[src/rtl/lif_pkg.sv]
// Shared types, default widths and the saturating counter helper
// used by the spike rate / ISI decoder.
package lif_pkg;

  typedef enum logic {
    IDLE = 1'b0,
    RUN  = 1'b1
  } state_t;

  localparam int WINDOW_W = 8;
  localparam int COUNT_W  = 8;
  localparam int ISI_W    = 8;

  function automatic logic [31:0] sat_inc(
    input logic [31:0] v,
    input logic [31:0] max,
    input logic        inc
  );
    return (inc && (v < max)) ? v + 32'd1 : v;
  endfunction

endpackage

[src/rtl/spike_isi_timer.sv]
// Inter-spike interval timer: measures cycles between the two
// most recent spikes while the decoder is running.
module spike_isi_timer
  import lif_pkg::*;
#(
  parameter int ISI_W = lif_pkg::ISI_W
) (
  input  logic             clk,
  input  logic             rst_n,
  input  logic             run,
  input  logic             spike,
  output logic [ISI_W-1:0] isi,
  output logic             isi_valid
);

  localparam logic [31:0] ISI_MAX =
    32'((64'd1 << ISI_W) - 64'd1);

  logic [ISI_W-1:0] r_timer;
  logic [ISI_W-1:0] r_isi;
  logic             r_isi_valid;
  logic             r_have_prev;
  logic [ISI_W-1:0] w_timer_inc;

  assign w_timer_inc =
    ISI_W'(sat_inc(32'(r_timer), ISI_MAX, 1'b1));

  always_ff @(posedge clk) begin
    if (!rst_n) begin
      r_timer     <= '0;
      r_isi       <= '0;
      r_isi_valid <= 1'b0;
      r_have_prev <= 1'b0;
    end else if (!run) begin
      // Arming and idle both forget the previous spike; isi holds.
      r_timer     <= '0;
      r_isi_valid <= 1'b0;
      r_have_prev <= 1'b0;
    end else if (spike) begin
      r_isi       <= r_have_prev ? r_timer : r_isi;
      r_isi_valid <= r_have_prev;
      r_timer     <= ISI_W'(1);
      r_have_prev <= 1'b1;
    end else begin
      r_isi_valid <= 1'b0;
      r_timer     <= w_timer_inc;
    end
  end

  assign isi       = r_isi;
  assign isi_valid = r_isi_valid;

endmodule

[src/rtl/spike_rate_decoder.sv]
// Decodes a LIF spike train into a windowed spike rate and the
// inter-spike interval; all outputs are registered.
module spike_rate_decoder
  import lif_pkg::*;
#(
  parameter int WINDOW_W = lif_pkg::WINDOW_W,
  parameter int COUNT_W  = lif_pkg::COUNT_W,
  parameter int ISI_W    = lif_pkg::ISI_W
) (
  input  logic                clk,
  input  logic                rst_n,
  input  logic                en,
  input  logic                spike,
  input  logic [WINDOW_W-1:0] window_len,
  output logic [COUNT_W-1:0]  rate,
  output logic                rate_valid,
  output logic                overflow,
  output logic [ISI_W-1:0]    isi,
  output logic                isi_valid
);

  localparam logic [31:0] CNT_MAX =
    32'((64'd1 << COUNT_W) - 64'd1);

  state_t              r_state;
  state_t              w_next;
  logic                w_arm;
  logic                w_run;
  logic                w_last;
  logic                w_hit_max;
  logic [WINDOW_W:0]   w_len_map;
  logic [WINDOW_W:0]   r_len;
  logic [WINDOW_W-1:0] r_wcnt;
  logic [COUNT_W-1:0]  r_scnt;
  logic [COUNT_W-1:0]  w_scnt_inc;
  logic                r_sat;
  logic [COUNT_W-1:0]  r_rate;
  logic                r_rate_valid;
  logic                r_ovf;

  always_ff @(posedge clk) begin
    if (!rst_n) r_state <= IDLE;
    else        r_state <= w_next;
  end

  always_comb begin
    w_next = r_state;
    unique case (r_state)
      IDLE: if (en)  w_next = RUN;
      RUN:  if (!en) w_next = IDLE;
      default: w_next = IDLE;
    endcase
  end

  always_comb begin
    w_arm = 1'b0;
    w_run = 1'b0;
    unique case (r_state)
      IDLE: w_arm = en;
      RUN:  w_run = en;
      default: ;
    endcase
  end

  // A zero window length selects the full 2^WINDOW_W cycles.
  assign w_len_map = (window_len == '0)
    ? {1'b1, {WINDOW_W{1'b0}}}
    : {1'b0, window_len};

  assign w_last =
    ({1'b0, r_wcnt} == (r_len - (WINDOW_W+1)'(1)));

  assign w_scnt_inc =
    COUNT_W'(sat_inc(32'(r_scnt), CNT_MAX, spike));

  assign w_hit_max = spike && (r_scnt == {COUNT_W{1'b1}});

  always_ff @(posedge clk) begin
    if (!rst_n) begin
      r_len        <= '0;
      r_wcnt       <= '0;
      r_scnt       <= '0;
      r_sat        <= 1'b0;
      r_rate       <= '0;
      r_rate_valid <= 1'b0;
      r_ovf        <= 1'b0;
    end else begin
      r_rate_valid <= 1'b0;
      if (w_arm) begin
        r_len  <= w_len_map;
        r_wcnt <= '0;
        r_scnt <= '0;
        r_sat  <= 1'b0;
      end else if (w_run && w_last) begin
        r_rate       <= w_scnt_inc;
        r_ovf        <= r_sat | w_hit_max;
        r_rate_valid <= 1'b1;
        r_len        <= w_len_map;
        r_wcnt       <= '0;
        r_scnt       <= '0;
        r_sat        <= 1'b0;
      end else if (w_run) begin
        r_scnt <= w_scnt_inc;
        r_sat  <= r_sat | w_hit_max;
        r_wcnt <= r_wcnt + WINDOW_W'(1);
      end
    end
  end

  spike_isi_timer #(
    .ISI_W(ISI_W)
  ) u_isi (
    .clk      (clk),
    .rst_n    (rst_n),
    .run      (w_run),
    .spike    (spike),
    .isi      (isi),
    .isi_valid(isi_valid)
  );

  assign rate       = r_rate;
  assign rate_valid = r_rate_valid;
  assign overflow   = r_ovf;

endmodule
[config.mk]
export PLATFORM = sky130hd
export DESIGN_NAME = spike_rate_decoder
export DESIGN_NICKNAME = d
export VERILOG_FILES = /design/src/rtl/lif_pkg.sv /design/src/rtl/spike_isi_timer.sv /design/src/rtl/spike_rate_decoder.sv
export SDC_FILE = /design/constraint.sdc
export NUM_CORES = 1
export LEC_CHECK = 0
export ABC_AREA = 1
export CAP_MARGIN = 20
export CORE_MARGIN = 5
export CORE_UTILIZATION = 25
export CTS_BUF_LIST = sky130_fd_sc_hd__clkbuf_4
export DETAILED_ROUTE_END_ITERATION = 6
export PLACE_DENSITY = 0.4
export SLEW_MARGIN = 20
export SYNTH_ARGS = -nofsm -noshare
export SYNTH_HDL_FRONTEND = slang
export SYNTH_SLANG_ARGS = --single-unit
export TNS_END_PERCENT = 30
[constraint.sdc]
create_clock -name clk -period 1.7 [get_ports clk]
set_input_delay 0.51 -clock clk [delete_from_list [all_inputs] [get_ports clk]]
set_output_delay 0.51 -clock clk [all_outputs]
set_load 0.02 [all_outputs]
==> run summary <==
Reg2Reg Depth: 12
router iterations before antenna repair: 4
Area contributors post-synth: dfxtp_1 40%, nand2_1 14%, nor2_1 9.1%
sequential fraction of the synthesis area: 0.397
Gate Count Post-Synth: 415
IO Port Bufs: 30
Setup CP Type: register to register
Tcrit/Tclk final: 0.995
synth cell count leaders: 103 x nand2_1, 67 x nor2_1, 55 x dfxtp_1, 52 x inv_1, 27 x a21oi_1
Synth Net Count: 431
RSZ-0062 raised after global routing: yes
Post-DP Area: 3500 µm²
Crit path largest cell delay: 0.33 ns
CTS Hold Bufs: 0
Layout area overhead: 37.2%
most frequent cell on the critical path: nand2_1
Critical Path, Cell by Cell: inv_1 -> ha_4 -> nand2_2 -> nor2_1 -> nand2_1 -> nand2_1 -> nand2_1 -> nor2_4 -> nand3_4 -> buf_12 -> a21oi_1 -> nor2_1
Worst-path clk slew: 0.17 ns
HP Class: input pin to register
CTS sink cnt: 55
worst vdd ir: 0.000241 V
r2r startpoint: r_len[1]$_SDFFE_PN0P_
WL per Instance: 11.7 µm
Detailed Route Iter0 Violations: 142
Final Power: 2.33 mW
fmax: 591 MHz
Worst Hold Margin: 0.451 ns
slowest CP cell: dfxtp_1
crit start category: register
Yosys top cell area share: 0.397
H-tree Lvls: 2
CTS tree: built
CTS Buf Count: 5
Final #Nets: 498
Starting Density: 0.256
R2R setup slack: 0.009 ns
reg2reg end: r_len[0]$_SDFFE_PN0P_
total routed wirelength: 7270 µm
Max clock buf depth: 2
min Tclk post-route: 1.69 ns
DRC Markers: 0
run status: complete, no violations
antenna cells: 0
post-synth top area cell: dfxtp_1
Synth Register Bits: 55
number of global-route vias before repair: 2506
routability cong.: 0.752
global-route wire length before repair: 11800 µm
synth unique cells: 30
Worst Setup End Kind: register
vias per cell: 4.31
layout cells sized above 1: 0.209
antenna violations before repair: 0
CP Max Fanout: 19
WP data required: 2.00 ns
top_reg_cell synth: dfxtp_1
P_leak: 1.79 nW
Die ar.: 13300 µm²
# Max-Cap Violations: 0
count leader, synth: nand2_1
HPWL Detailed: 5190 µm
final hold violation count: 0
largest net degree at the start of global routing: 22
fin area: 3800 µm²
number of synthesized flops with an enable pin: 0
Critical Path Stages: 12
die span in y: 115 µm
mapped cell area: 2770 µm²
root buffer cell: clkbuf_4
die width: 115 µm
CP Data Arrival Time: 1.99 ns
worst-case clock skew: 0.0114 ns
Setup crit start: r_len[1]$_SDFFE_PN0P_
# setup viols final: 0
CP delay by family, top: simple AND/OR/NAND/NOR gates
Rows: 38
Worst Path Buf+Inv: 2
yosys warns: 0
mean post-synth cell area: 6.68 µm²
ANT nets after route: 0
Max-Slew Margin vs Limit: 0.823
pwr dens: 613 nW/µm²
grt ovf: 0
worst skew pair latency: 0.39 ns
core area: 10800 µm²
via count: 2684
async set-reset flop share out of synthesis: 0
WHS Path Cells: 4
Worst Tran Pin Value: 0.264 ns
Setup crit end: r_len[0]$_SDFFE_PN0P_
io pins: 31
GR Util All Layers: 0.110
Slew Limit Fails: 0
==> through the flow <==
| step | instances | setup TNS, ns | utilization | setup WS [ns] |
|---|---|---|---|---|
| 2_1_floorplan | 415 | 0 | - | 0.00114 |
| 6_report | 623 | 0 | 0.351 | 0.00881 |
| 3_3_place_gp | 610 | -17.99 | 0.323 | -0.433 |
| 3_5_place_dp | 610 | -18.45 | 0.323 | -0.459 |
| 5_1_grt | 623 | -2.20 | 0.351 | -0.114 |
| 4_1_cts | 618 | -0.112 | 0.327 | -0.0305 |
==> worst reg2reg max path: cells and delay by family (launching register included) <==
kind	cells	cell delay (ns)
buffers and inverters	2	0.28
DFF	1	0.33
and+or+nand+nor	8	0.70
adders and majority gates	1	0.16
AOI/OAI and AO/OA	1	0.13
==> where the power goes <==
group | internal, mW | switching (mW) | leakage, nW
registers | 1.31 | 0.0233 | 0.447
logic | 0.174 | 0.214 | 1.31
clock network | 0.163 | 0.445 | 0.0354
total | 1.65 | 0.682 | 1.79
==> layout make-up <==
| type | count | area (µm²) |
|---|---|---|
| clock buffer | 5 | 37.5 |
| clock inverter | 3 | 18.8 |
| fill | 1203 | 7040 |
| inverter | 56 | 210 |
| multi-input combinational | 292 | 1570 |
| sequential | 55 | 1110 |
| tap | 140 | 175 |
| timing repair buffer | 72 | 683 |
==> worst min path at each step <==
stage	startpoint	to	slack, ns
finish	en	r_state$_SDFF_PN0_	0.45
global route	en	r_state$_SDFF_PN0_	0.47
CTS	u_isi.r_have_prev$_SDFFE_PN0P_	u_isi.r_have_prev$_SDFFE_PN0P_	0.47
detailed placement	u_isi.r_have_prev$_SDFFE_PN0P_	u_isi.r_have_prev$_SDFFE_PN0P_	0.45
global placement	u_isi.r_have_prev$_SDFFE_PN0P_	u_isi.r_have_prev$_SDFFE_PN0P_	0.44
floorplan	u_isi.r_have_prev$_SDFFE_PN0P_	u_isi.r_have_prev$_SDFFE_PN0P_	0.43
==> state kept, by name, indices dropped and copies added (netlist names) <==
register,cells
overflow,1
r_len,9
r_sat,1
r_scnt,8
r_state,1
r_wcnt,8
rate,8
rate_valid,1
u_isi.isi,8
u_isi.isi_valid,1
u_isi.r_have_prev,1
u_isi.r_timer,8
==> timing repair <==
| item | 4_1_cts | 5_1_grt |
|---|---|---|
| pin swaps | 1 | 9 |
| resized for setup | 23 | 53 |
| cloned | 0 | 2 |
| setup endpoints to repair | 54 | 39 |
| buffers inserted | 0 | 3 |
==> kinds of logic after synthesis <==
kind of cell	count (synthesis)	share of synthesized area
simple gates	222	0.341
compound gates	51	0.0939
flops	55	0.397
fa+ha+maj	4	0.0181
buf+inv	68	0.102
xor+xnor	15	0.0474
==> layer usage <==
| layer | track usage | up-vias | wire length, µm |
|---|---|---|---|
| met4 | 0.0313 | 0 | 80 |
| met1 | 0.141 | 1220 | 3520 |
| li1 | - | 1434 | - |
| met3 | 0.0242 | 8 | 194 |
| met2 | 0.184 | 22 | 3470 |
| met5 | 0 | - | 0 |
==> layout by cell type, fill, tap and decap left out, types with 10 or more instances in the layout <==
cell	count
nand2_1	93
nor2_1	62
dfxtp_1	51
inv_1	49
buf_4	35
nand3_1	22
a21oi_1	21
dlygate4sd2_1	19
o21ai_0	14
xor2_1	12
nand2_2	11
clkdlybuf4s50_1	10
No activity file was read; power rests on OpenSTA's default activity.
